File: src/rtl/mul_pkg.sv
`default_nettype none
// ============================================================================
// Module      : mul_pkg
// Description : Shared constants for the mul_seq32 sequential multiplier.
//               Holds the iteration count, the counter width, the FSM state
//               encodings and the operand magnitude helper.
// Ports       : none (package)
// Revision    : 1.0 - initial release
// ============================================================================
package mul_pkg;

  // One shift-add step per multiplier bit
  localparam int MUL_ITER = 32;
  localparam int CNT_W    = 6;

  // FSM encodings
  localparam logic [1:0] S_IDLE = 2'd0;
  localparam logic [1:0] S_CALC = 2'd1;
  localparam logic [1:0] S_FIX  = 2'd2;
  localparam logic [1:0] S_DONE = 2'd3;

  // Two's-complement magnitude. 0x80000000 maps to itself, which is exactly
  // 2^31 when the result is read as unsigned, so the most negative operand
  // needs no special case.
  function automatic logic [31:0] abs32(input logic [31:0] x);
    return x[31] ? (~x + 32'd1) : x;
  endfunction

endpackage
`default_nettype wire

File: src/rtl/mul_seq32_adder32.sv
`default_nettype none
// ============================================================================
// Module      : Adder32
// Description : 32-bit ripple-style adder with carry-in and carry-out.
// Ports       : A, B  - 32-bit addends
//               Ci    - carry in
//               S     - 32-bit sum
//               Co    - carry out
// Revision    : 1.0 - initial release
// ============================================================================
module Adder32 (
  input  logic [31:0] A,
  input  logic [31:0] B,
  input  logic        Ci,
  output logic [31:0] S,
  output logic        Co
);

  assign {Co, S} = {1'b0, A} + {1'b0, B} + {32'd0, Ci};

endmodule
`default_nettype wire

File: src/rtl/mul_seq32.sv
`default_nettype none
// ============================================================================
// Module      : mul_seq32
// Description : Sequential 32x32 -> 64 shift-add multiplier. Operands are
//               reduced to magnitudes at start, 32 shift-add iterations build
//               the unsigned product, and a final FIX cycle applies the sign.
// Parameters  : SIGNED_EN - 1 honours sgn, 0 forces unsigned operation
// Ports       : clk   - clock, rising edge
//               rst   - asynchronous active-high reset
//               start - launch request, sampled in IDLE only
//               sgn   - 1 = operands are two's-complement signed
//               A, B  - 32-bit multiplicand / multiplier
//               busy  - high while not IDLE
//               done  - one-cycle pulse when P is updated
//               P     - 64-bit product, held until next completion/reset
// Revision    : 1.0 - initial release
// ============================================================================
module mul_seq32 #(
  parameter bit SIGNED_EN = 1'b1
) (
  input  logic        clk,
  input  logic        rst,
  input  logic        start,
  input  logic        sgn,
  input  logic [31:0] A,
  input  logic [31:0] B,
  output logic        busy,
  output logic        done,
  output logic [63:0] P
);

  import mul_pkg::*;

  logic [1:0]       state_q, state_d;
  logic [31:0]      mcand_q, mcand_d;
  logic [31:0]      mq_q,    mq_d;
  logic [31:0]      acc_q,   acc_d;
  logic [CNT_W-1:0] cnt_q,   cnt_d;
  logic             neg_q,   neg_d;
  logic [63:0]      p_q,     p_d;

  logic             w_signed;
  logic [31:0]      w_addend;
  logic [31:0]      w_sum;
  logic             w_co;
  logic [63:0]      w_raw;

  assign w_signed = SIGNED_EN & sgn;
  assign w_addend = mq_q[0] ? mcand_q : 32'd0;
  assign w_raw    = {acc_q, mq_q};

  Adder32 u_adder (
    .A  (acc_q),
    .B  (w_addend),
    .Ci (1'b0),
    .S  (w_sum),
    .Co (w_co)
  );

  always_comb begin
    state_d = state_q;
    mcand_d = mcand_q;
    mq_d    = mq_q;
    acc_d   = acc_q;
    cnt_d   = cnt_q;
    neg_d   = neg_q;
    p_d     = p_q;
    case (state_q)
      S_IDLE: begin
        if (start) begin
          state_d = S_CALC;
          mcand_d = w_signed ? abs32(A) : A;
          mq_d    = w_signed ? abs32(B) : B;
          acc_d   = 32'd0;
          cnt_d   = '0;
          neg_d   = w_signed & (A[31] ^ B[31]);
        end
      end
      S_CALC: begin
        // {carry, sum, mq} >> 1: carry-out becomes the new acc MSB and the
        // sum LSB drops into the vacated top bit of mq.
        acc_d = {w_co, w_sum[31:1]};
        mq_d  = {w_sum[0], mq_q[31:1]};
        cnt_d = cnt_q + 1'b1;
        if (cnt_q == CNT_W'(MUL_ITER - 1)) begin
          state_d = S_FIX;
        end
      end
      S_FIX: begin
        p_d     = neg_q ? (~w_raw + 64'd1) : w_raw;
        state_d = S_DONE;
      end
      S_DONE: begin
        state_d = S_IDLE;
      end
      default: begin
        state_d = S_IDLE;
      end
    endcase
  end

  always_ff @(posedge clk or posedge rst) begin
    if (rst) begin
      state_q <= S_IDLE;
      mcand_q <= 32'd0;
      mq_q    <= 32'd0;
      acc_q   <= 32'd0;
      cnt_q   <= '0;
      neg_q   <= 1'b0;
      p_q     <= 64'd0;
    end else begin
      state_q <= state_d;
      mcand_q <= mcand_d;
      mq_q    <= mq_d;
      acc_q   <= acc_d;
      cnt_q   <= cnt_d;
      neg_q   <= neg_d;
      p_q     <= p_d;
    end
  end

  assign busy = (state_q != S_IDLE);
  assign done = (state_q == S_DONE);
  assign P    = p_q;

endmodule
`default_nettype wire

File: config.mk
export PLATFORM = sky130hd
export DESIGN_NAME = mul_seq32
export DESIGN_NICKNAME = d
export VERILOG_FILES = /design/src/rtl/mul_pkg.sv /design/src/rtl/mul_seq32_adder32.sv /design/src/rtl/mul_seq32.sv
export SDC_FILE = /design/constraint.sdc
export NUM_CORES = 1
export LEC_CHECK = 0
export CORE_ASPECT_RATIO = 1.75
export CORE_UTILIZATION = 32
export DETAILED_ROUTE_END_ITERATION = 10
export HOLD_SLACK_MARGIN = 0.08
export PLACE_DENSITY = 0.57
export SLEW_MARGIN = 5
export SYNTH_ARGS = -nofsm -noshare
export SYNTH_HDL_FRONTEND = slang
export SYNTH_SLANG_ARGS = --single-unit
File: constraint.sdc
create_clock -name clk -period 12.6 [get_ports clk]
set_input_delay 1.26 -clock clk [delete_from_list [all_inputs] [get_ports clk]]
set_output_delay 1.26 -clock clk [all_outputs]
set_load 0.03 [all_outputs]
==> impl_results.md, run 1 <==
- Status: completed
- Detailed Route Iter0 Violations: 577
- Share of layout cells above drive strength 1: just over 5%
- Setup slack after layout: 8.47 ns
- Clk sinks: about 170
- GRT Total Usage: between 10% and 20%
- I/O Buffers: 133
- Syn-to-layout area delta: 21.1%
- Util after Layout: 39.5%
- Final WL: approximately 33000 um
- Max Root-Sink Buffers: 2
- Vias in the first global route: between 9000 and 10000
- WL per Instance: approximately 17 um
- Async set-reset flop share out of synthesis: 100%
- Mean post-synth cell area: ~8.4 um^2
- Total power: ~3400 uW
- Post-route setup TNS: 0 ns
- LEAKAGE: roughly 0.0055 uW
- CTS clk-pin slew, worst paths: approximately 0.070 ns
- Yosys reg bits: roughly 170
- GR peak layer: met2
- Synth Net Count: 1454
- Synth unique cells: 67
- DR vias/cell: between 5 and 6
- Initial Util: roughly a third
- Post-route cell area: roughly 14000 um^2
- CTS resizes: 0
- Placed cell areas: 13100 um^2
- Die X: roughly 140 um
- DR vias: 10102
- Critical path, cell by cell: and2_1 > ha_1 > and4_1 > nand4_1 > or2_2 > a2111oi_0 > o21ai_0 > a32o_1
- RSZ-0062 raised after global routing: no
- Period Utilization, post-route: approximately a third
- Cell Pwr Density: 251 nW/um^2
- Post-CTS setup buffer count: 0
- Max VDD drop: ~0.11 mV
- Worst Skew: a little over 0.009 ns
- ANT nets after route: 0
- Synth top area share: about 37%
- First-pass GRT wire length: 53200 um
- Routability congestion estimate: around 0.88
- Main flop type after synthesis: dfrtp_1
- Worst skew pair latency: approximately 0.46 ns
- Critical path arrival: around 4.5 ns
- Total grt overflow: 0
- TritonCTS clock tree: yes
- Post-synth EDFFs: 0
- DRT Pass-1 Iters: 5
- Final setup vio count: 0
- Chip Height: 251 um
- Hold Crit Class: register to register
- Final Hold Vio Count: 0
- Num rows: 90
- Antenna violations before repair: 1
- Fmax: 0.242 GHz
- Worst Path Required: ~13 ns
- Pin count of the biggest net entering global routing: 99
- Nets: 1541
- Worst Path Buf+Inv: 0
- Commonest non-fill, non-tap cell in the layout: dfrtp_1
- Die footprint: 36100 um^2
- Post-synth top area cell: dfrtp_1
- Critical path endpoint category: register
- Top cells by area, synth: dfrtp_1 37%, xor2_1 7.0%, a21oi_1 6.1%
- Slowest cell on the critical path: a2111oi_0
- Time the worst path needs with I/O delays and setup: 4.13 ns
- Grt met1 use: ~21%
- Core Box Area: about 35000 um^2
- Seq/Total Area, Yosys: between 30 and 40%
- Startpoint types: register
- Max-cap violation count: 0
- Pre-CTS setup slack: between 8 and 9 ns
- Critical path peak fanout: 38
- H-tree depth: 4
- CTS buffer count: 17
- Max incr delay on CP: about 1.1 ns
- Root Driver: clkbuf_16
- Yosys warns: 0
- DRC Markers: 0
- Most frequent cells in the layout: 168 x dfrtp_1, 139 x nand2_1, 138 x a21oi_1
- Syn Inst Count: between 1000 and 1500
- Relative slew margins: a little over 6%
- Max Slew Vio Count: 0
- GR met2 Demand/Resource: around 34%
- Critical path's top delay family: compound AO/OA/AOI/OAI gates
- Post-DP HPWL: ~25000 um
- Mapped cell area: about 11000 um^2
- IO Pins: roughly 130
- CP Class: register to register
- Hold-fix buffers, CTS: 0
- Met3 usage: under 10%
- Worst-margin pin slew: roughly 1.4 ns
## routing by layer
metal,vias up,share of wire (%),wire (um)
li1,5031,-,-
met1,4766,40,13500
met2,232,52,17400
met3,73,3.3,1090
met4,0,4.1,1360
met5,-,0,0
## power breakdown
part	switching, uW	total (uW)	internal (uW)
registers	255	1050	800
logic	1110	1810	698
clock network	237	576	338
total	1600	3440	1840
## synth_stat cells, types with 6 or more instances
master and number:
a21oi_1 138, o21ai_0 132, o21a_1 8, xnor2_1 48, o31ai_1 39, and3_1 7, nor2_1 118, ha_1 40
clkbuf_1 74, nand2b_1 6, xor2_1 91, inv_1 29, o211ai_1 13, nor4_1 7, a31oi_1 7, nand4_1 20
o22ai_1 6, nand2_1 140, and2_1 37, nor3_1 28, mux2i_1 11, or3_1 31, dfrtp_1 169, o41ai_1 20
a211oi_1 6, nand3_1 16, or4_1 15
## sequential cells by signal, summed over array words and instances (netlist names)
name,cells
P,64
acc_q,32
cnt_q,6
mcand_q,32
mq_q,32
neg_q,1
state_q,2
## worst reg2reg max path, cell delays in order, from the launching register on
cell,delay [ns]
dfrtp_1,1.04
and2_1,0.26
ha_1,0.42
and4_1,0.29
nand4_1,0.11
or2_2,0.35
a2111oi_0,1.08
o21ai_0,0.17
a32o_1,0.30
## cells by family (layout without fill, tap and decap cells)
| kind of cell | Yosys count | in the layout | share of synthesized area [%] |
|---|---|---|---|
| xor+xnor | 139 | 139 | 10.8 |
| buf+inv | 107 | 207 | 3.55 |
| mux | 14 | 14 | 1.27 |
| compound gates | 419 | 419 | 22.4 |
| flops | 169 | 169 | 37.4 |
| simple gates | 456 | 456 | 20.0 |
| fa+ha+maj | 41 | 41 | 4.60 |
| other cells | 0 | 2 | 0 |
## layout make-up
type,instances,area (um^2)
Clock inverter,14,195
Clock buffer,18,439
Antenna cell,2,5.00
Fill cell,3602,21000
Tap cell,460,576
Timing Repair Buffer,145,1420
Sequential cell,169,4230
Multi-Input combinational cell,1069,6710
Inverter,30,118
## final timing paths
kind,from,endpoint,slack [ns],cells after the start
worst min-delay path,mcand_q[12]$_DFFE_PP0P_,mcand_q[12]$_DFFE_PP0P_,0.47,2
worst max-delay path,mq_q[0]$_DFFE_PP0P_,acc_q[30]$_DFFE_PP0P_,8.47,8
worst max register to register,mq_q[0]$_DFFE_PP0P_,acc_q[30]$_DFFE_PP0P_,8.47,8
max in group asynchronous,rst,mcand_q[26]$_DFFE_PP0P_,9.83,3
worst min register to register,mcand_q[12]$_DFFE_PP0P_,mcand_q[12]$_DFFE_PP0P_,0.47,2
min in group asynchronous,rst,P[18]$_DFFE_PP0P_,1.35,2
## metrics by stage
stage | std cells | hold WS [ns]
floorplan | 1345 | 0.442
global route | 1906 | 0.502
finish | 1907 | 0.475
global placement | 1873 | 0.454
detailed placement | 1873 | 0.463
CTS | 1905 | 0.478
Note: power is estimated with default switching activity, not from simulation.
==> inputs of run 2 (changes only) <==
Clock period 12.6 ns to 3.9 ns, I/O delays scaled along.
==> run 2 against run 1 <==
Against the previous run: sequential power grew to 3.3 times the previous value; routed wire length is 5.0% higher; critical path type unchanged; final area is 0.98% higher; first-iteration DRC count is 22% lower; via count is 0.87% higher; count of clock-buffer cells in the layout is 3 higher; clock skew is 0.0013 ns lower; worst hold slack worse by 0.25 ns; critical endpoint unchanged; total power grew to 3.3 times the previous value; die area stayed put; highest routed layer unchanged.
==> impl_results.md, run 2 (synthesis gave the netlist of run 1 again) <==
- Status: completed
- Routability congestion estimate: around 0.86
- Worst hold margin: around 0.22 ns
- Max Slew Vio Count: 0
- Chip Height: roughly 250 um
- LEAKAGE: about 0.0056 uW
- Worst-margin pin slew: approximately 1.2 ns
- CTS buffer count: 17
- Post-route cell area: about 14000 um^2
- Register Area: approximately 4200 um^2
- Num rows: 90
- Antenna violations before repair: 0
- Final setup vio count: 0
- Max incr delay on CP: approximately 0.77 ns
- First-pass GRT wire length: about 56000 um
- CP dominant cell by count: buf_4
- Most frequent cells in the layout: 168 x dfrtp_1, 139 x nand2_1, 138 x a21oi_1
- CTS resizes: 0
- Relative slew margins: around a fifth
- Worst Path Buf+Inv: 2
- DRT Pass-1 Iters: 4
- Slowest cell on the critical path: a2111oi_0
- Critical path's top delay family: compound AO/OA/AOI/OAI gates
- Hold-fix buffers, CTS: 0
- Detailed Route Iter0 Violations: 449
- Core Box Area: between 30000 and 40000 um^2
- TritonCTS clock tree: yes
- IO Pins: 134
- Clk sinks: approximately 170
- Die X: around 140 um
- ANT nets after route: 0
- Worst Path Required: 4.25 ns
- Final WL: around 35000 um
- Max layer used: met4
- DRC Markers: 0
- Fmax: ~0.27 GHz
- Max VDD drop: between 0.3 and 0.4 mV
- Metal2 WL: around 19000 um
- Max Root-Sink Buffers: 2
- Max-cap violation count: 0
- Max reg flops: 64
- Period Utilization, post-route: between 90 and 100%
- RSZ-0062 raised after global routing: no
- Nets: approximately 1600
- Commonest non-fill, non-tap cell in the layout: dfrtp_1
- Hold Crit Class: input port to async pin
- Worst R2R Setup Slack: 0.26 ns
- I/O Buffers: between 100 and 150
- Total grt overflow: 0
- DRT met1 WL: approximately 14000 um
- Diode count: 0
- Final Hold Vio Count: 0
- DR vias/cell: 5.29
- Vias in the first global route: about 10000
- Worst skew pair latency: approximately 0.46 ns
- Critical path endpoint category: register
- Critical path, cell by cell: buf_4 > and2_1 > ha_1 > and4_1 > nand4_1 > or2_2 > a2111oi_0 > buf_4 > o21ai_0 > a32o_1
- Post-DP HPWL: 26600 um
- Time the worst path needs with I/O delays and setup: ~3.6 ns
- CP Class: register to register
- CTS clk-pin slew, worst paths: ~0.070 ns
- Post-CTS setup buffer count: 0
- Metal3 WL: around 1100 um
- Post-route setup TNS: 0 ns
- Cell Pwr Density: 809 nW/um^2
- Share of layout cells above drive strength 1: between 6 and 7%
- Multi-input logic area: about 6700 um^2
- Syn-to-layout area delta: 22.3%
- Critical path peak fanout: 18
- Worst Skew: 0.00786 ns
- Die footprint: 36100 um^2
- Initial Util: about a third
- DR vias: a little over 10000
- FILL cells: between 3000 and 4000
- H-tree depth: 4
- GRT Total Usage: between 20 and 25%
- Root Driver: clkbuf_16
- Critical path arrival: 3.98 ns
- Placed cell areas: between 10000 and 15000 um^2
- WL per Instance: 18.2 um
- Pin count of the biggest net entering global routing: 163
- Startpoint types: register
[run 2: cell count changes in the layout (fill, tap and decap cells not counted), sizes merged, moves of 2 or more]
cell,before,now
buf,12,33
inv,33,29
clkbuf,18,21
bufinv,4,2
clkinvlp,1,3
diode,2,0
[run 2: final cells by class]
type	count	share of cell area (%)
multi-input cells	1069	48.5
flip-flops and latches	169	30.6
clock buffers	21	3.40
repair buffers	166	11.6
well taps	460	4.16
clock inverters	11	0.878
inverters	30	0.841
[run 2: final timing paths]
kind | startpoint | to | cells past startpoint
setup / recovery | mq_q[0]$_DFFE_PP0P_ | acc_q[30]$_DFFE_PP0P_ | 10
hold / removal | rst | P[58]$_DFFE_PP0P_ | 2
setup reg to reg | mq_q[0]$_DFFE_PP0P_ | acc_q[30]$_DFFE_PP0P_ | 10
hold reg to reg | mcand_q[28]$_DFFE_PP0P_ | mcand_q[28]$_DFFE_PP0P_ | 2
max in group asynchronous | rst | neg_q$_DFFE_PP0P_ | 3
min in group clk | mcand_q[28]$_DFFE_PP0P_ | mcand_q[28]$_DFFE_PP0P_ | 2
[run 2: metrics by stage]
stage | worst slack, ns | utilization [%] | total power (uW) | std cells
6_report | 0.263 | 39.9 | 11200 | 1926
5_1_grt | 0.119 | 39.9 | 12100 | 1926
3_3_place_gp | 0.346 | 38.2 | 9440 | 1894
3_5_place_dp | 0.317 | 38.2 | 9510 | 1894
2_1_floorplan | 0.871 | - | 7280 | 1345
4_1_cts | 0.305 | 39.9 | 11300 | 1926
[run 2: power breakdown]
| part | internal (uW) | leakage, uW | switching (uW) | total, uW |
|---|---|---|---|---|
| sequential | 2580 | 0.00204 | 899 | 3480 |
| combinational | 2350 | 0.00322 | 3620 | 5970 |
| clock | 991 | 0.000289 | 747 | 1740 |
| total | 5930 | 0.00555 | 5270 | 11200 |
[run 2: per-layer routing]
layer | vias up | global-route usage, %
li1 | 5059 | -
met2 | 216 | 38.0
met4 | 0 | 8.24
met3 | 51 | 2.49
met1 | 4864 | 22.1
met5 | - | 0
==> inputs of run 3 (changes only) <==
Settings changed: TNS_END_PERCENT set to 20.
==> results of run 3 <==
Same layout as run 2: the final DEF is identical, and so are final timing and power.
